File: src/rtl/usr_pkg.sv
// usr_pkg: shared definitions for the universal shift register.
//   usr_mode_t - 2-bit operation select carried on the mode port
//   MODE_*     - encodings of hold / shift-up / shift-down / parallel load
package usr_pkg;

  typedef logic [1:0] usr_mode_t;

  localparam usr_mode_t MODE_HOLD = 2'b00;
  localparam usr_mode_t MODE_UP   = 2'b01;
  localparam usr_mode_t MODE_DN   = 2'b10;
  localparam usr_mode_t MODE_LOAD = 2'b11;

endpackage : usr_pkg

File: src/rtl/usr_fill_cnt.sv
// usr_fill_cnt: saturating fill counter for the shift register.
//   clk, n_rst - clock, async active-low reset
//   clr        - synchronous clear to 0 (highest priority)
//   load       - jump straight to MAX
//   inc        - count up by one, holding at MAX
//   cnt        - current count
//   full       - cnt == MAX
module usr_fill_cnt #(
  parameter int MAX   = 4,
  parameter int CNT_W = $clog2(MAX + 1)
) (
  input  logic             clk,
  input  logic             n_rst,
  input  logic             clr,
  input  logic             load,
  input  logic             inc,
  output logic [CNT_W-1:0] cnt,
  output logic             full
);

  localparam logic [CNT_W-1:0] CNT_MAX = CNT_W'(MAX);

  always_ff @(posedge clk or negedge n_rst) begin
    if (!n_rst) begin
      cnt <= '0;
    end else if (clr) begin
      cnt <= '0;
    end else if (load) begin
      cnt <= CNT_MAX;
    end else if (inc && (cnt != CNT_MAX)) begin
      cnt <= cnt + CNT_W'(1);
    end
  end

  assign full = (cnt == CNT_MAX);

endmodule : usr_fill_cnt

File: src/rtl/univ_shift_register.sv
// univ_shift_register: parametrised multi-bit, multi-stage shift register.
//   clk, n_rst  - clock, async active-low reset
//   en          - operation enable (clr acts regardless)
//   clr         - synchronous clear of stages and fill count
//   mode        - hold / shift-up / shift-down / parallel load
//   rot         - in shift modes, recirculate the end stage instead of ser_in
//   ser_in      - serial data into the pipe
//   par_in      - parallel load data, stage k at [k*WIDTH +: WIDTH]
//   par_out     - all stages, same packing as par_in
//   ser_out_up  - stage DEPTH-1 (exit of shift-up)
//   ser_out_dn  - stage 0 (exit of shift-down)
//   fill_cnt    - stages holding fresh data since last clr/load
//   full        - fill_cnt == DEPTH
module univ_shift_register
  import usr_pkg::*;
#(
  parameter  int WIDTH = 1,
  parameter  int DEPTH = 4,
  localparam int CNT_W = $clog2(DEPTH + 1)
) (
  input  logic                   clk,
  input  logic                   n_rst,
  input  logic                   en,
  input  logic                   clr,
  input  usr_mode_t              mode,
  input  logic                   rot,
  input  logic [WIDTH-1:0]       ser_in,
  input  logic [DEPTH*WIDTH-1:0] par_in,
  output logic [DEPTH*WIDTH-1:0] par_out,
  output logic [WIDTH-1:0]       ser_out_up,
  output logic [WIDTH-1:0]       ser_out_dn,
  output logic [CNT_W-1:0]       fill_cnt,
  output logic                   full
);

  logic [WIDTH-1:0] stage [DEPTH];
  logic             do_op;
  logic             do_shift;
  logic             do_load;
  logic             do_inc;

  assign do_op    = en && !clr;
  assign do_shift = do_op && ((mode == MODE_UP) || (mode == MODE_DN));
  assign do_load  = do_op && (mode == MODE_LOAD);
  // A rotate only recirculates existing data, so it adds nothing fresh.
  assign do_inc   = do_shift && !rot;

  for (genvar k = 0; k < DEPTH; k++) begin : g_stage
    logic [WIDTH-1:0] q;
    logic [WIDTH-1:0] up_src;
    logic [WIDTH-1:0] dn_src;

    if (k == 0) begin : g_up_head
      assign up_src = rot ? stage[DEPTH-1] : ser_in;
    end else begin : g_up_body
      assign up_src = stage[k-1];
    end

    if (k == DEPTH - 1) begin : g_dn_head
      assign dn_src = rot ? stage[0] : ser_in;
    end else begin : g_dn_body
      assign dn_src = stage[k+1];
    end

    always_ff @(posedge clk or negedge n_rst) begin
      if (!n_rst) begin
        q <= '0;
      end else if (clr) begin
        q <= '0;
      end else if (en) begin
        case (mode)
          MODE_UP:   q <= up_src;
          MODE_DN:   q <= dn_src;
          MODE_LOAD: q <= par_in[k*WIDTH +: WIDTH];
          default:   q <= q;
        endcase
      end
    end

    assign stage[k]                   = q;
    assign par_out[k*WIDTH +: WIDTH]  = q;
  end

  assign ser_out_up = stage[DEPTH-1];
  assign ser_out_dn = stage[0];

  usr_fill_cnt #(
    .MAX   (DEPTH),
    .CNT_W (CNT_W)
  ) u_fill_cnt (
    .clk   (clk),
    .n_rst (n_rst),
    .clr   (clr),
    .load  (do_load),
    .inc   (do_inc),
    .cnt   (fill_cnt),
    .full  (full)
  );

endmodule : univ_shift_register

File: config.mk
export PLATFORM = sky130hd
export DESIGN_NAME = univ_shift_register
export DESIGN_NICKNAME = d
export VERILOG_FILES = /design/src/rtl/usr_pkg.sv /design/src/rtl/usr_fill_cnt.sv /design/src/rtl/univ_shift_register.sv
export SDC_FILE = /design/constraint.sdc
export NUM_CORES = 1
export LEC_CHECK = 0
export CORE_MARGIN = 2
export CORE_UTILIZATION = 40
export CTS_CLUSTER_SIZE = 20
export DETAILED_ROUTE_END_ITERATION = 10
export GPL_ROUTABILITY_DRIVEN = 0
export GPL_TIMING_DRIVEN = 0
export PLACE_DENSITY = 0.76
export SYNTH_ARGS = -nofsm -noshare
export SYNTH_HDL_FRONTEND = slang
export SYNTH_HIERARCHICAL = 1
export SYNTH_SLANG_ARGS = --single-unit
File: constraint.sdc
create_clock -name clk -period 3.8 [get_ports clk]
set_input_delay 0.76 -clock clk [delete_from_list [all_inputs] [get_ports clk]]
set_output_delay 0.76 -clock clk [all_outputs]
set_load 0.05 [all_outputs]
==> results of run 1 <==
registers in the layout, indices dropped and copies added, names as in the netlist:
name	flops
u_fill_cnt/cnt	3
g_stage.dn_src	2
ser_out_dn	1
ser_out_up	1
power by group through the flow:
stage,registers [uW],logic [uW],clock network (uW)
floorplan,86.5,26.8,0
global placement,81.3,56.8,0
detailed placement,81.3,57.9,0
CTS,80.0,58.0,67.3
global route,80.4,62.4,75.3
finish,80.1,57.7,66.2
cells in the mapped netlist:
cell type and number:
nor4bb_1 1, nor3b_1 3, a211oi_1 2, nor3_1 1, o2bb2ai_1 4, a221oi_1 1, and2_2 1, a21boi_2 1
mux2_1 2, nor2_1 1, or3_1 1, dfrtp_1 7, a22o_2 3, buf_4 4, and3b_2 1, mux2_2 2
nand3b_1 1, a21oi_1 3, nor4b_1 1, inv_1 4, ha_1 5, a21oi_2 1, and2_1 1
kinds of logic after synthesis:
kind of cell	share of synthesized area, %
AOI/OAI and AO/OA	22.97
adders and majority gates	11.60
buffers and inverters	8.352
DFF	32.48
muxes	8.352
and+or+nand+nor	16.24
metal layers:
metal | share of wire, % | routed length (um) | GRT usage [%] | vias up
li1 | - | - | - | 239
met1 | 50 | 531 | 20.33 | 212
met2 | 45 | 474 | 22.22 | 14
met4 | 1.2 | 13 | 10.00 | 0
met5 | 0 | 0 | 0 | -
met3 | 3.5 | 37 | 4.891 | 2
placed cells by master (no fill, tap or decap), drive strengths merged, types with 2 or more instances in the layout:
cell / synthesis / routed
a211oi: 2 / 2
a21oi: 4 / 4
a22o: 3 / 3
and2: 2 / 2
buf: 4 / 4
clkbuf: 0 / 4
clkdlybuf4s50: 0 / 21
dfrtp: 7 / 7
ha: 5 / 5
inv: 4 / 4
mux2: 4 / 4
nor3b: 3 / 3
o2bb2ai: 4 / 4
worst max-delay path, cell delays in order, from the launching register on:
cell and delay (ps):
dfrtp_1 420, inv_1 80, ha_1 200, and2_1 140, clkdlybuf4s50_1 790
how the worst min path moves through the flow:
stage	start	end	slack (ps)	cells after the start
3_5_place_dp	g_stage[0].dn_src$_DFFE_PN0P_	g_stage[0].dn_src$_DFFE_PN0P_	540	1
6_report	g_stage[0].dn_src$_DFFE_PN0P_	g_stage[0].dn_src$_DFFE_PN0P_	550	1
3_3_place_gp	u_fill_cnt/cnt[2]$_DFFE_PN0P_	u_fill_cnt/cnt[2]$_DFFE_PN0P_	530	1
2_1_floorplan	n_rst	g_stage[0].dn_src$_DFFE_PN0P_	460	0
4_1_cts	g_stage[0].dn_src$_DFFE_PN0P_	g_stage[0].dn_src$_DFFE_PN0P_	550	1
5_1_grt	g_stage[0].dn_src$_DFFE_PN0P_	g_stage[0].dn_src$_DFFE_PN0P_	580	1
cell type report:
type,count,area share (%)
repair buffers,21,26.46
multi-input cells,36,40.16
inverters,4,1.890
flip-flops and latches,7,22.05
clock buffers,4,3.307
plain buffers,4,3.780
well taps,15,2.362
per-stage QoR:
step           std cells  util (%)  hold slack [ps]  area, um^2  total power, uW
2_1_floorplan         51         -            464.4       539.3            113.3
3_3_place_gp          87     59.79            532.2       768.2            138.1
3_5_place_dp          87     59.79            538.4       768.2            139.3
4_1_cts               91     61.83            547.6       794.5            205.4
5_1_grt               91     61.83            579.1       794.5            218.1
6_report              91     61.83            553.6       794.5            204.0
==> results_dict.tcl, run 1 <==
set metrics [dict create \
    synthTopCellsByArea "dfrtp_1 (32%), ha_1 (12%), o2bb2ai_1 (6.5%)" \
    drive_gt1_share_pct 21.05 \
    cts.clk_slew.worst_paths_ps 50 \
    via_per_inst 5.132 \
    overflow 0 \
    portBuffers 21 \
    clock_path_buffers 2 \
    nNetsFinal 94 \
    switching_share_pct 28.95 \
    clkLatencyLatePin_ps 240 \
    tritoncts "done" \
    crit_path_max_fanout 5 \
    seqCellArea_um2 175.2 \
    num_rows 13 \
    final_antenna_net_count 0 \
    leakage_uw 0.0003407 \
    cts_sinks 7 \
    fmax_mhz 379.2 \
    avgSynthCellArea_um2 10.57 \
    skew_ps 0.1745 \
    power_frac_comb_pct 28.3 \
    area_delta_synth_final_pct 47.33 \
    crit_arrival_ps 1880 \
    cp-start-kind "flip-flop" \
    cts-root-buf "clkbuf_4" \
    clock_power_share_pct 32.4 \
    ys_warn_count 6 \
    ys_types 23 \
    hold_viol 0 \
    dp_hpwl_um 871 \
    h-tree-depth 1 \
    p_int_uw 145.0 \
    grt_usage_pct 15.68 \
    vias 467 \
    wire_per_inst_um 11.62 \
    die_w_um 40.72 \
    required_ps 3040 \
    r2r_end "u_fill_cnt/cnt[0]$_DFFE_PN0P_" \
    syn_inst 51 \
    reg2reg_setup_slack_ps 2470 \
    ios 22 \
    synth_top_cell_by_area "dfrtp_1" \
    p_sw_uw 59.06 \
    criticalPathCategory "reg -> out" \
    ctsHoldBuffers 0 \
    post_cts_buffers 0 \
    num_antenna_cells 0 \
    yosysTopAreaCellShare_pct 32.48 \
    multiInputGateArea_um2 319.1 \
    cap_violations 0 \
    cp-endpoint "full" \
    crit_start "u_fill_cnt/cnt[0]$_DFFE_PN0P_" \
    start_util_pct 41.97 \
    power_frac_seq_pct 39.3 \
    die_h_um 40.72 \
    grt_start_max_net_pins 10 \
    setup_viol 0 \
    drt-pass1-iter-count 4 \
    drt_iter0_drc 4 \
    synth_nets 68 \
    nFillCells 114 \
    first_global_vias 391 \
    drv_slew 0 \
    grt_pass1_wl_mm 1.642 \
    min_path_type "reg -> reg" \
    cts.repair.resized 0 \
    rr_startpoint "u_fill_cnt/cnt[0]$_DFFE_PN0P_" \
    reg2reg_depth 4 \
    period_needed_ps 2637 \
    grt_antenna_before_repair 0 \
    powerDensity_nw_per_um2 256.8 \
    wirelength_mm 1.057 \
    drc 0 \
    synth-seq-area-share_pct 32.48 \
    slew_headroom_pct 66.79 \
    crit_path_end_kind "primary output" \
    core_um2 1285 \
    finalCritPeriodShare_pct 69.40 \
    setup_ws_ps 1163 \
    cts_buffers 3 \
    synth-seq-cells 7 \
    dp_slack_ps 1014 \
    synth_area_um2 539.3 \
    ir_drop_uv 118.2 \
    status "finished, final reports clean" \
    grt_setup_unrepaired "false" \
    tightestPinTransition_ps 496.6 \
    fin_tns_setup_ps 0 \
    die_area_um2 1658 \
]
No activity file was read; power rests on OpenSTA's default activity.
==> run 2, diff against run 1 <==
- CORE_UTILIZATION: 40 -> 37
- PLACE_DENSITY: 0.76 -> 0.74
- clock period: 3.8 -> 2.3 ns (I/O delays scaled with it)
==> run 2 against run 1 <==
Largest power group unchanged. Highest routed layer unchanged. Cell area increased by 0.63%. Critical path type is now in -> reg. Total power grew 66%. Non-clock buffer count did not move.
==> results_dict.tcl, run 2 (synthesis gave the netlist of run 1 again) <==
set metrics [dict create \
    first_global_vias 424 \
    drv_slew 0 \
    stdcell_count 91 \
    cts_sinks 7 \
    p_sw_uw 98.66 \
    crit_path_end_kind "flip-flop" \
    h-tree-depth 1 \
    hold_viol 0 \
    slew_headroom_pct 67.16 \
    status "finished, final reports clean" \
    layout_commonest_cell "clkdlybuf4s50_1" \
    num_rows 13 \
    criticalPathCategory "in -> reg" \
    switching_share_pct 29.15 \
    dp.cells 87 \
    cts-root-buf "clkbuf_4" \
    wire_per_inst_um 12.02 \
    reg2reg_depth 4 \
    clkLatencyLatePin_ps 250 \
    overflow 0 \
    ios 22 \
    portBuffers 21 \
    min_path_type "in -> async" \
    grt_usage_pct 13.45 \
    cts_buffers 3 \
    grt_setup_unrepaired "false" \
    cts.clk_slew.worst_paths_ps 50 \
    skew_ps 0.3621 \
    p_int_uw 239.8 \
    via_per_inst 5.198 \
    finalCritPeriodShare_pct 92.01 \
    drive_gt1_share_pct 22.37 \
    fmax_mhz 472.6 \
    die_area_um2 1779 \
    power_frac_seq_pct 39.0 \
    vias 473 \
    setup_ws_ps 183.9 \
    reg2reg_setup_slack_ps 970 \
    grt_pass1_wl_mm 1.828 \
    r2r_end "u_fill_cnt/cnt[1]$_DFFE_PN0P_" \
    die_w_um 42.18 \
    area_delta_synth_final_pct 48.26 \
    power_frac_comb_pct 28.5 \
    tritoncts "done" \
    final_util_pct 59.94 \
    crit_path_max_fanout 3 \
    dp_slack_ps -220.0 \
    layout_common_cells "clkdlybuf4s50_1 (20), dfrtp_1 (7), ha_1 (5)" \
    grt_start_max_net_pins 10 \
    cp-start-kind "input port" \
    dp_hpwl_um 881.3 \
    leakage_uw 0.0003466 \
    die_h_um 42.18 \
    fin_tns_setup_ps 0 \
    drt_iter0_drc 4 \
    period_needed_ps 2116 \
    core_um2 1334 \
    drt-pass1-iter-count 4 \
    setup_viol 0 \
    largest_reg_flops 3 \
    grt_antenna_before_repair 0 \
    drc 0 \
    rr_startpoint "u_fill_cnt/cnt[0]$_DFFE_PN0P_" \
    num_antenna_cells 0 \
    largest_register "u_fill_cnt/cnt" \
    ir_drop_uv 264.2 \
    clock_power_share_pct 32.4 \
    crit_arrival_ps 2250 \
    required_ps 2430 \
    clock_path_buffers 2 \
    start_util_pct 40.43 \
    p_total_uw 338.5 \
    post_cts_buffers 0 \
    powerDensity_nw_per_um2 423.4 \
    ctsHoldBuffers 0 \
    final_antenna_net_count 0 \
    cap_violations 0 \
    nNetsFinal 94 \
    tightestPinTransition_ps 491.0 \
    wirelength_mm 1.094 \
]
==> run 2: cell count changes in the layout (fill, tap and decap cells not counted) <==
cell             delta
nor4b_2             +1
clkdlybuf4s50_1     -1
dlygate4sd2_1       +1
nor4b_1             -1
==> run 2: critical path: stages <==
cell and delay (ps):
clkdlybuf4s50_1 510, inv_1 60, ha_1 310, nor4b_2 320, a21boi_2 260, mux2_1 330
==> run 2: layout make-up <==
type	count	area, um^2
repair buffers	21	209.0
flip-flops and latches	7	175.2
clock buffers	4	26.28
multi-input cells	36	325.3
inverters	4	15.01
well taps	15	18.77
fillers	129	534.3
plain buffers	4	30.03
==> run 2: what timing repair did <==
| action | 4_1_cts | 5_1_grt |
|---|---|---|
| pin swaps | 0 | 0 |
| resized for setup | 1 | 1 |
| endpoints found under the setup margin | 1 | 2 |
==> run 2: how the worst max path moves through the flow <==
stage / startpoint / to / slack, ps / cells past startpoint
final: mode[0] / u_fill_cnt/cnt[1]$_DFFE_PN0P_ / 180 / 6
after global routing: mode[0] / u_fill_cnt/cnt[1]$_DFFE_PN0P_ / 100 / 6
after CTS: mode[0] / u_fill_cnt/cnt[1]$_DFFE_PN0P_ / 40 / 6
after detailed placement: mode[0] / u_fill_cnt/cnt[1]$_DFFE_PN0P_ / -220 / 6
after global placement: mode[0] / u_fill_cnt/cnt[0]$_DFFE_PN0P_ / -170 / 6
after floorplan: mode[0] / u_fill_cnt/cnt[0]$_DFFE_PN0P_ / 500 / 5
==> run 2: metrics by stage <==
stage	hold WS, ps	instance area [um^2]
after floorplan	164.4	539.3
after global placement	538.7	768.2
after detailed placement	544.8	768.2
after CTS	480.2	793.3
after global routing	486.2	799.5
final	474.3	799.5
==> run 2: metal layers <==
metal / vias up / share of wire, % / track usage [%] / wire, um
met2: 14 / 46 / 20.92 / 499
met1: 216 / 48 / 17.23 / 521
met3: 2 / 5.5 / 5.172 / 60
met4: 0 / 1.1 / 3.750 / 12
met5: - / 0 / 0 / 0
li1: 241 / - / - / -
==> run 2: power groups by stage <==
stage | clock (uW) | combinational [uW] | sequential, uW
floorplan | 0 | 44.3 | 143
global placement | 0 | 95.9 | 134
global route | 126 | 104 | 133
detailed placement | 0 | 96.2 | 134
finish | 110 | 96.5 | 132
CTS | 114 | 95.9 | 132
